`src/rtl/psum_accum_pkg.sv`:
```
// psum_accum_pkg: shared widths, FSM state type and the round/saturate helper for psum_accum_wb.
package psum_accum_pkg;
    localparam int TILE_SIZE = 4;
    localparam int ACC_WIDTH = 32;
    localparam int OUT_WIDTH = 16;
    localparam int KT_W = 8;
    localparam int FIFO_DEPTH = 4;
    localparam int ACC_EXT_W = ACC_WIDTH + KT_W;
    // One extra bit over the accumulator so the rounding add can never wrap.
    localparam logic signed [ACC_EXT_W:0] OUT_MAX = (ACC_EXT_W + 1)'((64'sd1 <<< (OUT_WIDTH - 1)) - 64'sd1);
    localparam logic signed [ACC_EXT_W:0] OUT_MIN = -OUT_MAX - 1;

    typedef enum logic [1:0] {IDLE, ACCUM, DRAIN} state_t;

    function automatic logic signed [OUT_WIDTH-1:0] sat_round(
        input logic signed [ACC_EXT_W-1:0] value,
        input logic [4:0] shift
    );
        logic signed [ACC_EXT_W:0] t;
        logic signed [ACC_EXT_W:0] rnd;
        t = {value[ACC_EXT_W-1], value};
        rnd = (shift == 5'd0) ? '0 : signed'((ACC_EXT_W + 1)'(1) << (shift - 5'd1));
        t = (t + rnd) >>> shift;
        return (t > OUT_MAX) ? OUT_MAX[OUT_WIDTH-1:0] :
               (t < OUT_MIN) ? OUT_MIN[OUT_WIDTH-1:0] : t[OUT_WIDTH-1:0];
    endfunction
endpackage

```
`src/rtl/sync_fifo.sv`:
```
// sync_fifo: single-clock FIFO with same-cycle push/pop allowed when full.
// Ports: clk, rst (sync, active-high, empties the FIFO), push/din write side,
// pop/dout read side (dout is the head entry), full, empty.
module sync_fifo #(
    parameter int WIDTH = 65,
    parameter int DEPTH = 4
) (
    input  logic             clk,
    input  logic             rst,
    input  logic             push,
    input  logic             pop,
    input  logic [WIDTH-1:0] din,
    output logic [WIDTH-1:0] dout,
    output logic             full,
    output logic             empty
);
    localparam int AW = $clog2(DEPTH);

    logic [WIDTH-1:0] mem [DEPTH];
    logic [AW:0] wr_ptr, rd_ptr;
    logic do_push, do_pop;

    assign empty = wr_ptr == rd_ptr;
    assign full = (wr_ptr[AW] != rd_ptr[AW]) && (wr_ptr[AW-1:0] == rd_ptr[AW-1:0]);
    assign do_pop = pop && !empty;
    // A pop frees the slot being written, so a full FIFO still accepts a push then.
    assign do_push = push && (!full || do_pop);
    assign dout = mem[rd_ptr[AW-1:0]];

    always_ff @(posedge clk) begin
        if (do_push) mem[wr_ptr[AW-1:0]] <= din;
    end

    always_ff @(posedge clk) begin
        if (rst) begin
            wr_ptr <= '0;
            rd_ptr <= '0;
        end else begin
            if (do_push) wr_ptr <= wr_ptr + 1'b1;
            if (do_pop) rd_ptr <= rd_ptr + 1'b1;
        end
    end
endmodule

```
`src/rtl/psum_accum_wb.sv`:
```
// psum_accum_wb: accumulates K reduced partial-sum beats per group, requantizes and queues results.
// Ports: clk, rst (sync, active-high); start + cfg_k_tiles/cfg_n_groups/cfg_shift job config;
// valid_reduced/reduced_vec input beats (no backpressure); out_valid/out_ready/out_vec/out_last
// result stream; busy, done (one-cycle pulse at job end), overflow_err (sticky dropped result).
module psum_accum_wb
    import psum_accum_pkg::*;
#(
    parameter int TILE_SIZE = psum_accum_pkg::TILE_SIZE,
    parameter int ACC_WIDTH = psum_accum_pkg::ACC_WIDTH,
    parameter int OUT_WIDTH = psum_accum_pkg::OUT_WIDTH,
    parameter int KT_W = psum_accum_pkg::KT_W,
    parameter int FIFO_DEPTH = psum_accum_pkg::FIFO_DEPTH
) (
    input  logic                                 clk,
    input  logic                                 rst,
    input  logic                                 start,
    input  logic [KT_W-1:0]                      cfg_k_tiles,
    input  logic [KT_W-1:0]                      cfg_n_groups,
    input  logic [4:0]                           cfg_shift,
    input  logic                                 valid_reduced,
    input  logic [TILE_SIZE-1:0][ACC_WIDTH-1:0]  reduced_vec,
    output logic                                 out_valid,
    input  logic                                 out_ready,
    output logic [TILE_SIZE-1:0][OUT_WIDTH-1:0]  out_vec,
    output logic                                 out_last,
    output logic                                 busy,
    output logic                                 done,
    output logic                                 overflow_err
);
    localparam int FW = TILE_SIZE * OUT_WIDTH + 1;

    state_t state, state_next;
    logic [KT_W-1:0] k_cfg, n_cfg, beat, grp;
    logic [4:0] shift_cfg;
    logic signed [ACC_EXT_W-1:0] acc [TILE_SIZE];
    logic signed [ACC_EXT_W-1:0] sum [TILE_SIZE];
    logic [TILE_SIZE-1:0][OUT_WIDTH-1:0] q;
    logic [FW-1:0] dout;
    logic last_beat, last_grp, push, pop, full, empty;

    always_comb begin
        for (int i = 0; i < TILE_SIZE; i++) begin
            sum[i] = acc[i] + {{KT_W{reduced_vec[i][ACC_WIDTH-1]}}, reduced_vec[i]};
            q[i] = sat_round(sum[i], shift_cfg);
        end
    end

    assign last_beat = beat == k_cfg - 1'b1;
    assign last_grp = grp == n_cfg - 1'b1;
    assign push = state == ACCUM && valid_reduced && last_beat;
    assign pop = out_valid && out_ready;
    assign out_valid = !empty;
    // Head is masked while empty so the unwritten storage never reaches the port.
    assign out_last = !empty && dout[FW-1];
    assign out_vec = empty ? '0 : dout[FW-2:0];

    sync_fifo #(.WIDTH(FW), .DEPTH(FIFO_DEPTH)) u_fifo (
        .clk  (clk),
        .rst  (rst),
        .push (push),
        .pop  (pop),
        .din  ({last_grp, q}),
        .dout (dout),
        .full (full),
        .empty(empty)
    );

    always_ff @(posedge clk) begin
        if (rst) state <= IDLE;
        else state <= state_next;
    end

    always_comb begin
        state_next = state;
        case (state)
            IDLE:    if (start) state_next = (cfg_n_groups == '0) ? DRAIN : ACCUM;
            ACCUM:   if (push && last_grp) state_next = DRAIN;
            DRAIN:   if (empty) state_next = IDLE;
            default: state_next = IDLE;
        endcase
    end

    always_comb busy = state != IDLE;

    always_ff @(posedge clk) begin
        if (rst) begin
            k_cfg <= '0;
            n_cfg <= '0;
            shift_cfg <= '0;
            beat <= '0;
            grp <= '0;
            done <= 1'b0;
            overflow_err <= 1'b0;
            for (int i = 0; i < TILE_SIZE; i++) acc[i] <= '0;
        end else begin
            done <= state == DRAIN && empty;
            if (state == IDLE && start) begin
                k_cfg <= (cfg_k_tiles == '0) ? KT_W'(1) : cfg_k_tiles;
                n_cfg <= cfg_n_groups;
                shift_cfg <= cfg_shift;
                beat <= '0;
                grp <= '0;
                overflow_err <= 1'b0;
                for (int i = 0; i < TILE_SIZE; i++) acc[i] <= '0;
            end else if (state == ACCUM && valid_reduced) begin
                beat <= last_beat ? '0 : beat + 1'b1;
                grp <= last_beat ? grp + 1'b1 : grp;
                for (int i = 0; i < TILE_SIZE; i++) acc[i] <= last_beat ? '0 : sum[i];
                // Dropped result; the group counter still advances so the job ends.
                if (push && full && !pop) overflow_err <= 1'b1;
            end
        end
    end
endmodule

```
`config.mk`:
```
export PLATFORM = sky130hd
export DESIGN_NAME = psum_accum_wb
export DESIGN_NICKNAME = d
export VERILOG_FILES = /design/src/rtl/psum_accum_pkg.sv /design/src/rtl/sync_fifo.sv /design/src/rtl/psum_accum_wb.sv
export SDC_FILE = /design/constraint.sdc
export NUM_CORES = 2
export LEC_CHECK = 0
export CAP_MARGIN = 10
export CORE_ASPECT_RATIO = 2
export CORE_UTILIZATION = 52
export DETAILED_ROUTE_END_ITERATION = 8
export GPL_ROUTABILITY_DRIVEN = 0
export PLACE_DENSITY = 0.73
export SLEW_MARGIN = 20
export SYNTH_ARGS = -nofsm -noshare
export SYNTH_HDL_FRONTEND = slang
export SYNTH_SLANG_ARGS = --single-unit
```
`constraint.sdc`:
```
create_clock -name clk -period 6.76 [get_ports clk]
set_input_delay 0.676 -clock clk [delete_from_list [all_inputs] [get_ports clk]]
set_output_delay 0.676 -clock clk [all_outputs]
set_load 0.03 [all_outputs]
```
==> run_results.csv <==
group,metric,value,unit
detailed_routing,totalWireLength,192,mm
grt,overflow,0,
detailed_routing,dr.pass1.iters,7,
detailed_routing,drt_iter0_drc,6020,
sta,setup_ws,-0.636,ns
setup_path,cp-start-kind,"register",
detailed_routing,routedWlPerCell,23.2,um
clock_tree,hold_buffers,0,
grt,grt_max_degree,134,
setup_path,cp.depth,30,
final_layout,mostFrequentLayoutCells,"buf_4 (1577), nand2_1 (492), nor2_1 (485)",
floorplan,fp.dieArea,92700,um^2
synthesis,yosysWarnings,0,
sta,final.period_utilization,109,%
setup_path,path_max_fanout,6,
synthesis,ys_seq_area_share,27.7,%
status,violations,"setup timing",
clock_tree,htreeDepth,2,
final_layout,post-route-util,72.8,%
synthesis,netlist_area,47600,um^2
final_layout,syn_to_final_growth,38.6,%
clock_tree,cts.clk_slew.worst_paths,0.07,ns
synthesis,synthTopCellsByArea,"edfxtp_1 (24%), ha_1 (7.7%), a21oi_1 (5.0%)",
sta,fmax,135,MHz
synthesis,yosys.area.top_type_share,24.0,%
clock_tree,cts_tree,"done",
final_layout,layout-drive-gt1-share,32.0,%
detailed_routing,post-route-drc-count,0,
synthesis,syn_inst,5548,
setup_path,r2r_cells,30,
grt,antenna_found_initial,8,
clock_tree,clock-sinks,469,
sta,worstMarginPinSlew,1.27,ns
power_and_ir_drop,peakVddDrop,0.000222,V
setup_path,end_kind,"register",
floorplan,ios,223,
grt,track_usage,40.2,%
sta,min_period,7.40,ns
final_layout,final_area,65900,um^2
setup_path,crit_buf_inv,4,
hold_path,min_path_cells,2,
grt,grt_pass1_vias,53300,
clock_tree,cts_buffer_depth,3,
hold_path,hold_class,"register to register",
status,outcome,"complete, but fails checks",
detailed_routing,dr_total_vias,54000,
synthesis,synth_edf_count,380,
synthesis,ys_seq_elements,469,
setup_path,arrival,7.84,ns
placed_design,dp_hpwl,140,mm
sta,hold_violations,0,
power_and_ir_drop,powerDensity,230,nW/um^2
placed_design,numPortBuffers,222,
sta,slew_headroom,14.7,%
floorplan,start_util,52.5,%
sta,hold_slack,0.468,ns
clock_tree,clock_latency,0.68,ns
job,drv_cap,0,
detailed_routing,via_per_inst,6.51,
synthesis,synth_cell_types,114,
floorplan,row_count,156,
synthesis,synth.avg_cell_area,8.57,um^2
placed_design,placed_area,61300,um^2
floorplan,core_area,90600,um^2
setup_path,required,7.21,ns
grt,grt_pass1_wl,292,mm
power_and_ir_drop,p_leak,28.6,nW
final_layout,layout_commonest_cell,"buf_4",
sta,setup_viol,240,
clock_tree,cts-buffers-inserted,45,
setup_path,critPathTopFamily,"compound AO/OA/AOI/OAI gates",
synthesis,synthFlopType,"edfxtp_1",
floorplan,die_x,216,um
floorplan,die_h,430,um
setup_path,critPathMaxStageDelay,0.45,ns
synthesis,async_reset_ff_share,0,%
sta,fin_skew,0.0647,ns
sta,rsz0062_at_grt,"true",
sta,drv_slew,0,
detailed_routing,detail-route-antenna-nets,0,
clock_tree,cts_root_buf,"clkbuf_16",
setup_path,critical_path_class,"register to register",
final_layout,layout.nets,7530,
setup_path,slowest_stage,"edfxtp_1",
synthesis,synth_largest_area_cell,"edfxtp_1",
==> Yosys cell counts (55+ instances only) <==
cell type,instances
nor2_1,507
nand2_1,501
a21oi_1,472
edfxtp_1,380
o21ai_0,311
ha_1,293
clkbuf_1,235
and2_1,223
mux2i_1,178
xnor2_1,172
a21o_1,140
nand3_1,128
xor2_1,126
a211oi_1,122
nor3_1,114
mux4_2,99
inv_1,96
nand4_1,94
dfxtp_1,89
o211ai_1,89
a31oi_1,66
o21a_1,61
a22oi_1,55
==> worst reg2reg max path: cells and delay by family (launching register included) <==
family | cells | cell delay (ns)
AOI/OAI and AO/OA | 13 | 3.29
xor gates and xnor gates | 1 | 0.13
adders and majority gates | 2 | 0.76
buffers and inverters | 4 | 0.78
DFF | 1 | 0.45
and+or+nand+nor | 10 | 1.75
==> cell type report <==
| cell class | instances | area [um^2] |
|---|---|---|
| Multi-Input combinational cell | 4628 | 34800 |
| Fill cell | 6632 | 24600 |
| Timing Repair Buffer | 1831 | 14500 |
| Sequential cell | 469 | 13200 |
| Tap cell | 1185 | 1480 |
| Clock buffer | 52 | 1160 |
| Inverter | 100 | 384 |
| Clock inverter | 27 | 339 |
| Antenna cell | 5 | 12.5 |
==> logic make-up (layout without fill, tap and decap cells) <==
logic type / Yosys count / count (layout) / synth area share, %
AOI/OAI and AO/OA: 1817 / 1817 / 25.5
xor gates and xnor gates: 298 / 298 / 5.49
adders and majority gates: 301 / 301 / 8.05
buffers and inverters: 454 / 2010 / 4.18
DFF: 469 / 469 / 27.7
muxes: 330 / 330 / 9.69
other: 1 / 9 / 0.00789
and+or+nand+nor: 1878 / 1878 / 19.3
==> sequential cells by signal, indices dropped and copies added (netlist names), named ones only <==
name and flops:
beat 8, shift_cfg 5, n_cfg 8, grp 8
overflow_err 1, acc 160, done 1, u_fifo.rd_ptr 3
state 2, u_fifo.mem 260, k_cfg 8, u_fifo.wr_ptr 3
==> power by group <==
| part | leakage (nW) | switching, mW | internal [mW] |
|---|---|---|---|
| clock network | 0.725 | 1.24 | 1.47 |
| logic | 23.5 | 4.96 | 4.06 |
| registers | 4.37 | 0.0623 | 3.37 |
==> stage by stage <==
stage / TNS [ns] / cells / setup slack, ns / power, mW
final: -81.47 / 8297 / -0.636 / 15.2
after global routing: -138.87 / 8292 / -0.939 / 15.7
after CTS: -25.44 / 8253 / -0.352 / 14.5
after detailed placement: -290.09 / 8093 / -1.49 / 11.3
after global placement: -260.92 / 8093 / -1.30 / 11.1
after floorplan: -12.30 / 5551 / -0.209 / 7.74
==> path summary, 6_finish.rpt <==
| path | to | slack, ns | from |
|---|---|---|---|
| setup / recovery | u_fifo.mem[1][26] | -0.64 | acc[1][1] |
| hold / removal | overflow_err | 0.47 | overflow_err |
| setup reg to reg | u_fifo.mem[1][26] | -0.64 | acc[1][1] |
| hold reg to reg | overflow_err | 0.47 | overflow_err |
==> per-layer routing <==
layer,part of all wire [%],up-vias,routed length [um],track usage [%]
met5,0.034,-,66,0
met4,10,10,19400,33.4
met3,9.3,1241,18000,9.58
met2,47,3283,89900,67.3
met1,34,25200,65100,42.7
li1,-,24200,-,-
==> what timing repair did <==
| action | 4_1_cts | 5_1_grt |
|---|---|---|
| cloned | 3 | 1 |
| endpoints found under the setup margin | 240 | 240 |
| pin swaps | 128 | 126 |
| gates resized for setup | 306 | 145 |
| setup buffers | 78 | 40 |
| hold endpoints to repair | 0 | 0 |
No activity file was read; power rests on OpenSTA's default activity.
